## config.mk

```make
export PLATFORM = sky130hd
export DESIGN_NAME = uart_rx_frame
export DESIGN_NICKNAME = d
export VERILOG_FILES = /design/src/rtl/uart_rx_pkg.sv /design/src/rtl/uart_rx_sync.sv /design/src/rtl/uart_rx_frame.sv
export SDC_FILE = /design/constraint.sdc
export NUM_CORES = 1
export LEC_CHECK = 0
export ABC_AREA = 1
export CORE_AREA = 2 2 44 86
export CTS_CLUSTER_DIAMETER = 40
export CTS_CLUSTER_SIZE = 25
export DETAILED_ROUTE_END_ITERATION = 6
export DIE_AREA = 0 0 46 88
export GPL_ROUTABILITY_DRIVEN = 0
export PLACE_DENSITY = 0.74
export SYNTH_ARGS = -nofsm -noshare
export SYNTH_HDL_FRONTEND = slang
export SYNTH_SLANG_ARGS = --single-unit
```

## constraint.sdc

```tcl
create_clock -name clk -period 1.9 [get_ports clk]
set_input_delay 0.57 -clock clk [delete_from_list [all_inputs] [get_ports clk]]
set_output_delay 0.57 -clock clk [all_outputs]
set_load 0.02 [all_outputs]
```

## src/rtl/uart_rx_pkg.sv

```systemverilog
// Shared types and helpers for the oversampling UART frame receiver.
package uart_rx_pkg;

  typedef enum logic [2:0] {
    IDLE,
    START,
    DATA,
    PARITY,
    STOP
  } rx_state_t;

  localparam int PAR_NONE = 0;
  localparam int PAR_EVEN = 1;
  localparam int PAR_ODD  = 2;

  // Bit-cycle index of the third (deciding) majority sample within a bit.
  function automatic int decision_offset(input int oversample);
    return oversample / 2 + 1;
  endfunction

endpackage

```

## src/rtl/uart_rx_sync.sv

```systemverilog
// Two-flop synchronizer for the asynchronous serial line; resets to the idle (high) level.
module uart_rx_sync (
  input  logic clk,
  input  logic rst,
  input  logic d,
  output logic q
);

  logic sync_p0;
  logic sync_p1;

  // Metastability filter: two back-to-back flops, preset to line-idle
  always_ff @(posedge clk) begin
    if (rst) begin
      sync_p0 <= 1'b1;
      sync_p1 <= 1'b1;
    end else begin
      sync_p0 <= d;
      sync_p1 <= sync_p0;
    end
  end

  assign q = sync_p1;

endmodule

```

## src/rtl/uart_rx_frame.sv

```systemverilog
// Oversampling asynchronous serial receiver with majority voting, parity/framing
// checks, false-start rejection and a valid/ready holding register.
module uart_rx_frame
  import uart_rx_pkg::*;
#(
  parameter int DATA_BITS   = 12,
  parameter int OVERSAMPLE  = 16,
  parameter int PARITY_MODE = 0
) (
  input  logic                 clk,
  input  logic                 rst,
  input  logic                 rx_in,
  output logic [DATA_BITS-1:0] rx_data,
  output logic                 rx_valid,
  input  logic                 rx_ready,
  output logic                 rx_frame_err,
  output logic                 rx_parity_err,
  output logic                 rx_overrun,
  output logic                 rx_busy
);

  localparam int CW      = $clog2(OVERSAMPLE);
  localparam int BW      = $clog2(DATA_BITS);
  localparam int DEC_OFF = decision_offset(OVERSAMPLE);

  localparam logic [CW-1:0] CNT_S0   = CW'(DEC_OFF - 2);
  localparam logic [CW-1:0] CNT_S1   = CW'(DEC_OFF - 1);
  localparam logic [CW-1:0] CNT_DEC  = CW'(DEC_OFF);
  localparam logic [CW-1:0] CNT_LAST = CW'(OVERSAMPLE - 1);
  localparam logic [BW-1:0] IDX_LAST = BW'(DATA_BITS - 1);
  localparam bit            HAS_PAR  = (PARITY_MODE != PAR_NONE);

  function automatic logic maj3(input logic a, input logic b, input logic c);
    return (a & b) | (a & c) | (b & c);
  endfunction

  // Parity check result: 1 when the received parity bit disagrees with the mode.
  function automatic logic parity_bad(input logic [DATA_BITS-1:0] d, input logic p);
    logic x;
    x = (^d) ^ p;
    if (PARITY_MODE == PAR_ODD) return ~x;
    else if (PARITY_MODE == PAR_EVEN) return x;
    else return 1'b0;
  endfunction

  logic                 rx_s;
  rx_state_t            state_q;
  rx_state_t            state_nxt;
  logic [CW-1:0]        cnt_q;
  logic [BW-1:0]        bit_idx_q;
  logic                 armed_q;
  logic                 samp_a;
  logic                 samp_b;
  logic                 at_dec;
  logic                 bit_val;
  logic                 data_dec;
  logic                 par_dec;
  logic                 stop_dec;
  logic [DATA_BITS-1:0] asm_p0;
  logic                 fe_p0;
  logic                 pe_p0;
  logic                 vld_p0;

  uart_rx_sync u_sync (
    .clk (clk),
    .rst (rst),
    .d   (rx_in),
    .q   (rx_s)
  );

  assign at_dec  = (cnt_q == CNT_DEC);
  assign bit_val = maj3(samp_a, samp_b, rx_s);
  assign rx_busy = (state_q != IDLE);

  // State register
  always_ff @(posedge clk) begin
    if (rst) state_q <= IDLE;
    else     state_q <= state_nxt;
  end

  // Next-state logic and per-bit decision strobes
  always_comb begin
    state_nxt = state_q;
    data_dec  = 1'b0;
    par_dec   = 1'b0;
    stop_dec  = 1'b0;
    case (state_q)
      IDLE:   if (armed_q && !rx_s) state_nxt = START;
      START:  if (at_dec) state_nxt = bit_val ? IDLE : DATA;
      DATA: begin
        if (at_dec) begin
          data_dec = 1'b1;
          if (bit_idx_q == IDX_LAST) state_nxt = HAS_PAR ? PARITY : STOP;
        end
      end
      PARITY: begin
        if (at_dec) begin
          par_dec   = 1'b1;
          state_nxt = STOP;
        end
      end
      STOP: begin
        if (at_dec) begin
          stop_dec  = 1'b1;
          state_nxt = IDLE;
        end
      end
      default: state_nxt = IDLE;
    endcase
  end

  // Bit-cycle counter: starts at 1 on the start edge, wraps every bit, parked at 0 in IDLE
  always_ff @(posedge clk) begin
    if (rst) begin
      cnt_q <= '0;
    end else if (state_q == IDLE) begin
      cnt_q <= (state_nxt == START) ? CW'(1) : '0;
    end else if (state_nxt == IDLE) begin
      cnt_q <= '0;
    end else begin
      cnt_q <= (cnt_q == CNT_LAST) ? '0 : cnt_q + CW'(1);
    end
  end

  // Data bit index within the frame
  always_ff @(posedge clk) begin
    if (rst || state_q != DATA) bit_idx_q <= '0;
    else if (data_dec)          bit_idx_q <= bit_idx_q + BW'(1);
  end

  // Start arming: a low stop bit blocks new starts until the line has been seen high
  always_ff @(posedge clk) begin
    if (rst)                          armed_q <= 1'b1;
    else if (state_q == IDLE && rx_s) armed_q <= 1'b1;
    else if (stop_dec && !bit_val)    armed_q <= 1'b0;
  end

  // ---- stage p0: majority samples and LSB-first word assembly ----
  // First two votes of each bit; the third is the live rx_s at the decision point
  always_ff @(posedge clk) begin
    if (cnt_q == CNT_S0) samp_a <= rx_s;
    if (cnt_q == CNT_S1) samp_b <= rx_s;
  end

  // Shift each decided data bit in from the top so bit 0 ends up in the LSB
  always_ff @(posedge clk) begin
    if (data_dec) asm_p0 <= {bit_val, asm_p0[DATA_BITS-1:1]};
  end

  // Per-frame error flags and the frame-complete strobe
  always_ff @(posedge clk) begin
    if (rst) begin
      fe_p0  <= 1'b0;
      pe_p0  <= 1'b0;
      vld_p0 <= 1'b0;
    end else begin
      vld_p0 <= stop_dec;
      if (state_q == START) pe_p0 <= 1'b0;
      else if (par_dec)     pe_p0 <= parity_bad(asm_p0, bit_val);
      if (stop_dec)         fe_p0 <= ~bit_val;
    end
  end

  // ---- stage p1: holding register with valid/ready handshake and overrun pulse ----
  // Load when empty or being drained this cycle; otherwise drop the new frame and flag it
  always_ff @(posedge clk) begin
    if (rst) begin
      rx_data       <= '0;
      rx_valid      <= 1'b0;
      rx_frame_err  <= 1'b0;
      rx_parity_err <= 1'b0;
      rx_overrun    <= 1'b0;
    end else begin
      rx_overrun <= vld_p0 && rx_valid && !rx_ready;
      if (vld_p0 && (!rx_valid || rx_ready)) begin
        rx_data       <= asm_p0;
        rx_frame_err  <= fe_p0;
        rx_parity_err <= pe_p0;
        rx_valid      <= 1'b1;
      end else if (rx_valid && rx_ready) begin
        rx_valid <= 1'b0;
      end
    end
  end

endmodule

```

== Word level (Yosys, flattened, before mapping) ==
Index checks and enable logic that the tools add are counted.

* Add/sub/neg operators: 2
* Eq/ne operators: 11
* Muxes and demuxes: 17
* Bitwise operators: 6
* Reductions and logical operators: 18

{| class="wikitable"
|+ Operator list
! operator !! count
|-
| 3-bit two-way mux || 6
|-
| 4-bit == test (second input constant) || 4
|-
| 3-bit one-hot mux with 5 select lines || 1
|-
| 4-bit two-way mux || 3
|-
| 4-bit by 1-bit adder with 4-bit output (second input constant) || 2
|-
| 1-bit logical AND || 7
|-
| 3-bit by 1-bit == test with 1-bit output (second input constant) || 2
|-
| 3-bit by 2-bit == test with 1-bit output (second input constant) || 2
|-
| 3-bit logical NOT || 2
|-
| 1-bit two-way mux || 6
|-
| 4-bit by 3-bit == test with 1-bit output (second input constant) || 1
|-
| 1-bit logical NOT || 4
|-
| 1-bit bitwise AND || 3
|-
| 3-bit == test (second input constant) || 1
|-
| 3-bit by 2-bit inequality test with 1-bit output (second input constant) || 1
|-
| 3-bit nonzero test || 1
|-
| 1-bit logical OR || 2
|-
| 2-bit two-way mux || 1
|-
| 1-bit OR || 2
|-
| 2-bit nonzero test || 1
|-
| 2-bit OR reduction || 1
|-
| 1-bit NOT || 1
|}

* Register bits after elaboration: 45
* Input port bits: 4
* Output and inout port bits: 17
* Word-level logic and storage cells: 69

== Logic depth before layout (Yosys ltp) ==
Gate-level depths: netlist (run 1).

* Word-level depth: 9
* Gate-level depth with buffers: 11
* Depth with buffers taken out: 11

== Modules after synthesis ==
Synthesis (run 1) repeated with hierarchy kept, for this count alone.

* Cell total of the unflattened synthesis: 191
* Area total of the unflattened synthesis: 1732.9 µm²

{| class="wikitable"
|+ Modules (own cells, without submodules)
! module !! instances !! cells an instance !! area an instance (µm²) !! seq. area each (µm²)
|-
| uart_rx_frame || 1 || 184 || 1674.1 || 1001.0
|-
| uart_rx_sync || 1 || 7 || 58.8 || 40.0
|}

== Least setup slack after synthesis (run 1) ==
OpenSTA, ideal clock, no wires.

* Kind: register to register
* Start: register cnt_q[1]
* End: register bit_idx_q[3]
* Library setup time: 119 ps
* Data arrival time: 1353 ps
* Required time: 1781 ps
* Setup slack: 428 ps
* Cell stages (with the launch flop): 9
* Path buffers: 1
* Period minus slack after synthesis: 1472 ps
* Cells stage by stage: dfxtp_1 -> inv_1 -> ha_1 -> nand3_2 -> buf_6 -> nor2_4 -> nand4_1 -> o21ai_0 -> a21oi_1

* Longest elaborated chain between the ends: 3

{| class="wikitable"
|+ Ends and longest elaborated chain
! item !! line !! source
|-
| start: declaration || uart_rx_frame.sv:49 || <nowiki>logic [CW-1:0] cnt_q;</nowiki>
|-
| start signal: assignment || uart_rx_frame.sv:117 || <nowiki>cnt_q <= (state_nxt == START) ? CW'(1) : '0;</nowiki>
|-
| start signal: assignment || uart_rx_frame.sv:121 || <nowiki>cnt_q <= (cnt_q == CNT_LAST) ? '0 : cnt_q + CW'(1);</nowiki>
|-
| 4-bit == test || uart_rx_frame.sv:71 || <nowiki>assign at_dec = (cnt_q == CNT_DEC);</nowiki>
|-
| 1-bit two-way mux || -- ||
|-
| 1-bit two-way mux || uart_rx_frame.sv:87 || <nowiki>case (state_q)</nowiki>
|-
| via data_dec || uart_rx_frame.sv:56 || <nowiki>logic data_dec;</nowiki>
|-
| end signal: assignment || uart_rx_frame.sv:128 || <nowiki>else if (data_dec) bit_idx_q <= bit_idx_q + BW'(1);</nowiki>
|-
| end: declaration || uart_rx_frame.sv:50 || <nowiki>logic [BW-1:0] bit_idx_q;</nowiki>
|}

The timed path passes the listed nets, and every way through them passes these cells.
A chain may end at the register's enable or synchronous reset.

== Worst setup path after layout (run 1) ==
* Start: register state_q[0]
* End: output port rx_busy

* Longest elaborated chain between the ends: 1

{| class="wikitable"
|+ Ends and longest elaborated chain
! item !! line !! source
|-
| start: declaration || uart_rx_frame.sv:47 || <nowiki>rx_state_t state_q;</nowiki>
|-
| start signal: assignment || uart_rx_frame.sv:78 || <nowiki>else state_q <= state_nxt;</nowiki>
|-
| 3-bit nonzero test || uart_rx_frame.sv:73 || <nowiki>assign rx_busy = (state_q != IDLE);</nowiki>
|-
| end: declaration || uart_rx_frame.sv:19 || <nowiki>output logic rx_busy</nowiki>
|}

Every way passes these cells.

==> results of run 1 <==
-- per-stage QoR --
step / cell area [um2] / utilization (%) / cells
after global routing: 2080 / 61.7 / 247
after detailed placement: 1970 / 58.2 / 239
after CTS: 2080 / 61.6 / 247
after floorplan: 1730 / - / 189
after global placement: 1970 / 58.2 / 239
final: 2080 / 61.7 / 247
-- worst register-to-register path: cells and delay by family, from the launching register on --
family,cells,cell delay (ns)
adders and majority gates,1,0.17
buffers and inverters,2,0.26
DFF,1,0.34
and+or+nand+nor,8,0.77
-- registers in the layout, indices dropped and copies added (netlist names), 3 cells and up --
signal and flops:
asm_p0 12, bit_idx_q 4, cnt_q 4, rx_data 12
state_q 3
-- per-layer routing --
| layer | share of wire, % | track usage, % | wire (um) | vias up |
|---|---|---|---|---|
| met1 | 36 | 18.3 | 1150 | 617 |
| met3 | 3.4 | 4.33 | 107 | 8 |
| met2 | 58 | 34.3 | 1820 | 30 |
| met5 | 0 | 0 | 0 | - |
| met4 | 2.6 | 8.83 | 82 | 0 |
| li1 | - | - | - | 652 |
-- worst min-delay path by stage --
stage,from,to,slack (ns)
finish,u_sync.sync_p0$_SDFF_PP1_,u_sync.q$_SDFF_PP1_,0.42
global route,u_sync.sync_p0$_SDFF_PP1_,u_sync.q$_SDFF_PP1_,0.46
CTS,u_sync.sync_p0$_SDFF_PP1_,u_sync.q$_SDFF_PP1_,0.42
detailed placement,u_sync.sync_p0$_SDFF_PP1_,u_sync.q$_SDFF_PP1_,0.40
global placement,u_sync.sync_p0$_SDFF_PP1_,u_sync.q$_SDFF_PP1_,0.40
floorplan,u_sync.sync_p0$_SDFF_PP1_,u_sync.q$_SDFF_PP1_,0.39
-- power by group through the flow --
stage | Sequential [mW] | Clock, mW | Combinational (mW)
floorplan | 1.01 | 0 | 0.0315
global placement | 1.01 | 0 | 0.0474
detailed placement | 1.01 | 0 | 0.0481
CTS | 0.991 | 0.753 | 0.0478
global route | 0.992 | 0.794 | 0.0548
finish | 0.991 | 0.733 | 0.0473
-- synthesized netlist by cell type (all sizes together) --
| cell type | count |
|---|---|
| xor2 | 1 |
| edfxtp | 14 |
| o21ai | 20 |
| nand4 | 2 |
| and3 | 1 |
| clkbuf | 3 |
| nor2 | 42 |
| nand2 | 23 |
| a21oi | 8 |
| buf | 3 |
| a31oi | 1 |
| conb | 1 |
| nand3 | 8 |
| dfxtp | 31 |
| xnor2 | 1 |
| ha | 4 |
| nor3 | 2 |
| or2 | 3 |
| inv | 21 |
-- layout make-up --
cell class              count  share of cell area, %
clock buffers               7                   4.14
clock inverters             1                   1.44
inverters                  21                   3.78
multi-input cells         117                   27.9
flip-flops and latches     45                   50.0
well taps                  32                   1.92
repair buffers             24                   10.9
-- layout by cell type, fill, tap and decap left out, types with 2 or more instances in the layout --
master | synthesis | routed
a21oi_1 | 8 | 8
buf_4 | 1 | 5
clkbuf_8 | 0 | 6
clkdlybuf4s50_1 | 0 | 18
dfxtp_1 | 31 | 31
edfxtp_1 | 14 | 14
ha_1 | 4 | 4
inv_1 | 21 | 21
nand2_1 | 21 | 21
nand2_2 | 2 | 2
nand3_1 | 7 | 7
nand4_1 | 2 | 2
nor2_1 | 39 | 38
nor2_2 | 1 | 2
nor2_4 | 2 | 2
nor3_1 | 2 | 2
o21ai_0 | 20 | 20
or2_2 | 3 | 3
-- repair_timing --
| item | in CTS | in global routing |
|---|---|---|
| hold buffers | 0 | 0 |
| resized for setup | 1 | 1 |
| setup endpoints to repair | 1 | 1 |
-- logic make-up (layout without fill, tap and decap cells) --
family,after synthesis,in the layout,share of synthesized area [%]
AO/OA/AOI/OAI,29,29,8.45
XOR/XNOR,2,2,1.01
adder cells (fa/ha/maj),4,4,2.89
buffers and inverters,27,53,6.57
flip-flops,45,45,60.1
other,1,1,0.216
AND/OR/NAND/NOR,81,81,20.8
==> results.yml, run 1 <==
timing:
  worst_pin_slew_ns: 0.491
  max_clock_freq_mhz: 549
  setup_viol: 0
  clock_skew_ns: 0.00752
  min_period_over_period_pct: 95.9
  hold_viol: 0
  post-route-min-period_ns: 1.82
  slew_headroom_pct: 66.9
  rsz0062_at_grt: "no"
  fin_setup_tns_ns: 0
  timing.hold.ws_ns: 0.420
  setup_slack_ns: 0.0783
  slew_violations: 0
flow_run:
  maxCapViolCount: 0
layout:
  finalNetCount: 222
  layout-drive-gt1-share_pct: 10.7
  insertedDiodeCount: 0
  syn_to_final_growth_pct: 20.2
  seqCellArea_mm2: 0.00104
  fill_cells: 283
  multi_input_area_um2: 581
worst_setup_path:
  path_buf_inv: 1
  startpoint_type: "register"
  path_depth: 3
  worstSetupPathType: "register to output pin"
  cp_data_required_time_ns: 1.33
  crit_family: "flip-flops"
  slowest_stage: "dfxtp_1"
  crit_fanout: 4
  end_kind: "output pin"
  crit_path_max_incr_delay_ns: 0.36
  reg2reg_from: "cnt_q[1]$_SDFF_PP0_"
  critPathLaunch: "state_q[0]$_SDFF_PP0_"
  path_cells: "nor2_2 > nand2_1 > dlygate4sd2_1"
  cp.arrival_ns: 1.25
  rrSetupSlack_ns: 0.26
  reg2reg_depth: 11
  rr_endpoint: "cnt_q[3]$_SDFF_PP0_"
  crit_end: "rx_busy"
floorplanning:
  die_h_um: 88
  ios: 21
  rows: 30
  start_util_pct: 51.3
  coreArea_mm2: 0.00338
  die_area_mm2: 0.00405
  die_x_um: 46
logic_synthesis:
  syn-num-nets: 197
  ys_seq_elements: 45
  synthCells: 189
  synth.top_cell.area_share_pct: 35.8
  synth_area_leaders: "dfxtp_1, edfxtp_1, nor2_1"
  seq_area_frac_synth_pct: 60.1
  synth.largest_area_cell: "dfxtp_1"
  synth_warnings: 0
  post_synth.cell_area_avg_um2: 9.17
  ys_types: 25
  netlist_area_mm2: 0.00173
power_and_ir_drop:
  sw_frac_of_total_pct: 19.0
  pwr-share-comb_pct: 2.7
  p_seq_share_pct: 55.9
  pwr-share-clk_pct: 41.4
  p_total_mw: 1.77
  power.net_switching_mw: 0.336
  p_int_mw: 1.44
  ir_drop_v: 0.000639
  power-per-cell-area_mw_per_mm2: 851
  power.leakage_nw: 0.803
clock_network:
  cts_tree: "built"
  cts.sinks: 45
  cts_buffer_depth: 2
  cts_made_buffers: 5
  h-tree-depth: 2
  cts_setup_buffers: 0
  cts-root-buf: "clkbuf_8"
  insertion_delay_ns: 0.29
  clkSlewWorstSetupHoldPaths_ns: 0.08
drt:
  wl_mm: 3.16
  drcViolationCount: 0
  num_vias: 1307
  dr.pass1.iters: 4
  postRouteAntennaNets: 0
  detail_route.wl_per_cell_um: 12.8
  vias_per_cell: 5.29
  drt_iter0_drc: 18
worst_hold_path:
  min_path_type: "register to register"
  holdPathStages: 1
global_route:
  grt_usage_pct: 18.7
  antenna_found_initial: 0
  grt_max_degree: 15
  grt_pass1_wl_mm: 5.54
  grt_pass1_vias: 1318
  grt_overflow: 0
outcome:
  status: "complete, no violations"
placed_design:
  post-place-ws_ns: 0.0720
  hpwl_mm: 2.43
  portBuffers: 19
Power figures use the tool's default switching activity.
==> run 2: changes to the inputs <==
--- a/config.mk
+++ b/config.mk
@@ -15,4 +15,5 @@
 export PLACE_DENSITY = 0.74
 export SYNTH_ARGS = -nofsm -noshare
 export SYNTH_HDL_FRONTEND = slang
+export SYNTH_HIERARCHICAL = 1
 export SYNTH_SLANG_ARGS = --single-unit
==> run 2 against run 1 <==
  * Setup slack better by 0.013 ns
  * Worst hold slack got worse by 0.0027 ns
  * Synthesized cell count up 1.1%
  * Via count fell by 2.5%
  * Power shrank 8.2%
  * Register-to-register slack improved by 0.02 ns
  * Clock skew is 0.0032 ns lower
  * Critical endpoint unchanged
  * Largest power group unchanged
==> results.yml, run 2 <==
outcome:
  status: "complete, no violations"
worst_setup_path:
  crit_path_max_incr_delay_ns: 0.45
  cp_data_required_time_ns: 1.33
  rrSetupSlack_ns: 0.28
  end_kind: "output pin"
  slowest_stage: "dfxtp_1"
  worstSetupPathType: "register to output pin"
  startpoint_type: "register"
  path_cells: "nor2_2 > nand2_1 > clkdlybuf4s15_1"
  cp.arrival_ns: 1.24
  crit_fanout: 5
placed_design:
  portBuffers: 19
  hpwl_mm: 2.24
  placed_cells: 241
  placed_cell_area_mm2: 0.00196
drt:
  drt_iter0_drc: 24
  vias_per_cell: 5.12
  drcViolationCount: 0
  dr.pass1.iters: 4
  wl_mm: 2.96
  detail_route.wl_per_cell_um: 11.9
  postRouteAntennaNets: 0
  num_vias: 1274
global_route:
  grt_max_degree: 16
  grt_pass1_vias: 1219
  grt_pass1_wl_mm: 5.07
  antenna_found_initial: 0
  grt_overflow: 0
  grt_usage_pct: 17.4
power_and_ir_drop:
  power-per-cell-area_mw_per_mm2: 790
  power.leakage_nw: 0.797
  p_total_mw: 1.63
  ir_drop_v: 0.000551
layout:
  finalNetCount: 224
  final_area_mm2: 0.00206
  insertedDiodeCount: 0
  layout_common_cells: "nor2_1, dfxtp_1, nand2_1"
  stdcell_count: 249
  fill_cells: 281
  utilization_pct: 60.9
  reg_top3: "asm_p0 (12), rx_data (12)"
  mostFrequentLayoutCell: "nor2_1"
  syn_to_final_growth_pct: 18.7
  layout-drive-gt1-share_pct: 11.1
logic_synthesis:
  seq_area_frac_synth_pct: 60.1
  syn-num-nets: 199
  post_synth.cell_area_avg_um2: 9.07
  synth_top_family_by_area: "simple AND/OR/NAND/NOR gates"
  netlist_top_cells_count: "nor2_1, dfxtp_1, nand2_1, inv_1, o21ai_0"
  synth.top_cell.area_share_pct: 35.8
  synthCells: 191
  synthArstFlopShare_pct: 0
  ys_types: 27
  synth.largest_area_cell: "dfxtp_1"
  synth_area_leaders: "dfxtp_1, edfxtp_1, nor2_1"
  yosysMostFrequentCell: "nor2_1"
  synth_warnings: 6
  synth_top_flop_cell: "dfxtp_1"
  synth_mux_area_share_pct: 0
  synth-simple-area-share_pct: 20.3
  synth_compound_area_share_pct: 8.45
  synthAdderAreaFrac_pct: 2.89
  ys_seq_elements: 45
  netlist_area_mm2: 0.00173
  synth-xor-area-share_pct: 1.01
  synth_edf_count: 14
floorplanning:
  ios: 21
  die_h_um: 88
  start_util_pct: 51.3
  coreArea_mm2: 0.00338
  die_area_mm2: 0.00405
  rows: 30
  die_x_um: 46
clock_network:
  cts-root-buf: "clkbuf_8"
  cts_made_buffers: 5
  clkSlewWorstSetupHoldPaths_ns: 0.09
  cts_tree: "built"
  insertion_delay_ns: 0.29
  cts_hold_buf: 0
  h-tree-depth: 2
  cts_buffer_depth: 2
  cts.sinks: 45
timing:
  clock_skew_ns: 0.00427
  slew_violations: 0
  min_period_over_period_pct: 95.2
  fin_setup_tns_ns: 0
  setup_viol: 0
  hold_viol: 0
  rsz0062_at_grt: "no"
  max_clock_freq_mhz: 553
  post-route-min-period_ns: 1.81
flow_run:
  maxCapViolCount: 0
worst_hold_path:
  min_path_type: "register to register"
## run 2: layout make-up
class / instances / area, um2 / share of cell area, %
clock buffers: 5 / 68.8 / 3.35
inverters: 23 / 86.3 / 4.20
well taps: 32 / 40.0 / 1.95
repair buffers: 24 / 228 / 11.1
clock inverters: 3 / 21.3 / 1.03
multi-input cells: 117 / 572 / 27.8
flip-flops and latches: 45 / 1040 / 50.6
## run 2: report_power, final
group          switching (mW)  internal [mW]
Combinational          0.0283         0.0195
Clock                   0.326          0.261
Sequential            0.00339          0.988
## run 2: worst paths after layout
kind,from,end,cells past startpoint
max,state_q[1]$_SDFF_PP0_,rx_busy,3
min,u_sync/sync_p0$_SDFF_PP1_,u_sync/q$_SDFF_PP1_,2
max reg2reg,cnt_q[1]$_SDFF_PP0_,cnt_q[3]$_SDFF_PP0_,11
min reg2reg,u_sync/sync_p0$_SDFF_PP1_,u_sync/q$_SDFF_PP1_,2
## run 2: timing repair
item | in CTS | in global routing
buffers inserted | 0 | 0
endpoints found under the setup margin | 1 | 1
cloned | 0 | 0
resized for setup | 1 | 2
## run 2: critical path: cells and delay by family, from the launching register on
kind	cells	cell delay (ns)
and+or+nand+nor	2	0.18
buffers and inverters	1	0.32
DFF	1	0.45
## run 2: cell families (layout without fill, tap and decap cells)
family                     Yosys count  in the layout
adders and majority gates            4              4
AOI/OAI and AO/OA                   29             29
buffers and inverters               29             55
DFF                                 45             45
xor gates and xnor gates             2              2
and+or+nand+nor                     81             81
other                                1              1
## run 2: layer usage
metal	vias to the layer above	GRT usage (%)	wire, um
li1	653	-	-
met1	586	16.1	1090
met2	29	31.8	1690
met3	6	3.92	95
met4	0	10.1	79
met5	-	0	0
## run 2: per-stage QoR
step | worst slack (ns) | hold slack [ns]
2_1_floorplan | 0.278 | 0.387
3_3_place_gp | 0.134 | 0.398
3_5_place_dp | 0.0671 | 0.400
4_1_cts | 0.0296 | 0.423
5_1_grt | 0.00952 | 0.446
6_report | 0.0916 | 0.417
==> run 3: changes to the inputs <==
--- a/config.mk
+++ b/config.mk
@@ -6,13 +6,13 @@
 export NUM_CORES = 1
 export LEC_CHECK = 0
 export ABC_AREA = 1
-export CORE_AREA = 2 2 44 86
+export CORE_AREA = 2 2 84 46
 export CTS_CLUSTER_DIAMETER = 40
 export CTS_CLUSTER_SIZE = 25
 export DETAILED_ROUTE_END_ITERATION = 6
-export DIE_AREA = 0 0 46 88
+export DIE_AREA = 0 0 86 48
 export GPL_ROUTABILITY_DRIVEN = 0
-export PLACE_DENSITY = 0.74
+export PLACE_DENSITY = 0.75
 export SYNTH_ARGS = -nofsm -noshare
 export SYNTH_HDL_FRONTEND = slang
 export SYNTH_HIERARCHICAL = 1
==> run 3 against run 2 <==
  * Global-route usage is 0.18 points lower
  * Register-to-register slack worse by 0.06 ns
  * Flip-flop and latch count stayed put
  * Die area is 2.0% higher
  * Sequential share of layout area is 1.4 points lower
  * Clock power is 26% higher
  * Routed wire length is 7.0% higher
  * First-iteration DRC count is 79% higher
  * Final cell count is 4.4% higher
  * Critical endpoint unchanged
==> results.yml, run 3 (synthesis gave the netlist of run 2 again) <==
worst_setup_path:
  cp.arrival_ns: 1.27
  reg2reg_depth: 7
  startpoint_type: "register"
  crit_fanout: 4
  cp_data_required_time_ns: 1.33
  worstSetupPathType: "register to output pin"
  end_kind: "output pin"
placed_design:
  hpwl_mm: 2.36
  placed_cells: 252
  portBuffers: 19
layout:
  layout-drive-gt1-share_pct: 11.0
  finalNetCount: 225
  layout_common_cells: "nor2_1, dfxtp_1, nand2_1"
  syn_to_final_growth_pct: 22.0
  fill_cells: 279
  stdcell_count: 260
  mostFrequentLayoutCell: "nor2_1"
  utilization_pct: 63.7
  insertedDiodeCount: 0
  reg_top3: "asm_p0 (12), rx_data (12)"
timing:
  max_clock_freq_mhz: 544
  hold_viol: 0
  min_period_over_period_pct: 96.7
  clock_skew_ns: 0.00700
  timing.hold.ws_ns: 0.427
  worst_pin_slew_ns: 0.516
  slew_violations: 0
  fin_setup_tns_ns: 0
  rsz0062_at_grt: "no"
  post-route-min-period_ns: 1.84
  setup_viol: 0
  slew_headroom_pct: 65.3
drt:
  vias_per_cell: 4.83
  postRouteAntennaNets: 0
  drcViolationCount: 0
  wl_mm: 3.16
  num_vias: 1256
  dr.pass1.iters: 4
  drt_iter0_drc: 43
  detail_route.wl_per_cell_um: 12.2
floorplanning:
  rows: 15
  start_util_pct: 52.2
  die_area_mm2: 0.00413
  die_h_um: 48
  coreArea_mm2: 0.00332
  ios: 21
  die_x_um: 86
global_route:
  grt_pass1_wl_mm: 4.98
  grt_pass1_vias: 1123
  grt_overflow: 0
  grt_max_degree: 15
  antenna_found_initial: 0
  grt_usage_pct: 17.2
outcome:
  status: "complete, no violations"
flow_run:
  maxCapViolCount: 0
power_and_ir_drop:
  power.leakage_nw: 0.820
  p_total_mw: 1.78
  ir_drop_v: 0.000599
  power-per-cell-area_mw_per_mm2: 841
clock_network:
  cts_tree: "built"
  cts-root-buf: "clkbuf_8"
  cts_hold_buf: 0
  h-tree-depth: 2
  insertion_delay_ns: 0.30
  cts_buffer_depth: 2
  cts_made_buffers: 5
  clkSlewWorstSetupHoldPaths_ns: 0.07
  cts.sinks: 45
worst_hold_path:
  holdPathStages: 2
  min_path_type: "register to register"
==> run 3: worst paths after layout <==
check	start	end	slack, ns
worst min register to register	u_sync/sync_p0$_SDFF_PP1_	u_sync/q$_SDFF_PP1_	0.43
worst min-delay path	u_sync/sync_p0$_SDFF_PP1_	u_sync/q$_SDFF_PP1_	0.43
worst max register to register	cnt_q[1]$_SDFF_PP0_	bit_idx_q[3]$_SDFFE_PP0P_	0.22
worst max-delay path	state_q[0]$_SDFF_PP0_	rx_busy	0.06
==> run 3: layer usage <==
metal / vias to the layer above / GRT usage, % / wire length, um
li1: 661 / - / -
met1: 553 / 20.3 / 1530
met2: 35 / 28.4 / 1410
met3: 7 / 6.90 / 174
met4: 0 / 8.89 / 52
met5: - / 0 / 0
==> run 3: metrics by stage <==
step           setup slack (ns)  area (um2)
2_1_floorplan             0.278        1730
3_3_place_gp              0.133        2000
3_5_place_dp             0.0861        2000
4_1_cts                  0.0562        2110
5_1_grt                  0.0293        2110
6_report                 0.0629        2110
==> run 3: layout make-up <==
class | count | area, um2 | area share [%]
inverter | 23 | 86.3 | 4.08
clock buffer | 7 | 86.3 | 4.08
sequential | 45 | 1040 | 49.2
tap | 42 | 52.6 | 2.49
multi-input combinational | 117 | 572 | 27.0
clock inverter | 1 | 30.0 | 1.42
timing repair buffer | 25 | 246 | 11.7
==> run 3: worst max-delay path, cell delays in order (launching register included) <==
cell and delay (ns):
dfxtp_1 0.36, nor2_2 0.17, nand2_1 0.11, dlygate4sd2_1 0.33
==> run 3: power breakdown <==
group          internal (mW)  leakage (nW)  switching (mW)
Clock                  0.429        0.0585           0.311
Combinational         0.0194         0.386          0.0294
Sequential             0.988         0.376         0.00364
==> run 3: repair_timing <==
action	CTS	global route
resized for setup	2	0
buffers inserted	0	0
endpoints found under the setup margin	1	0
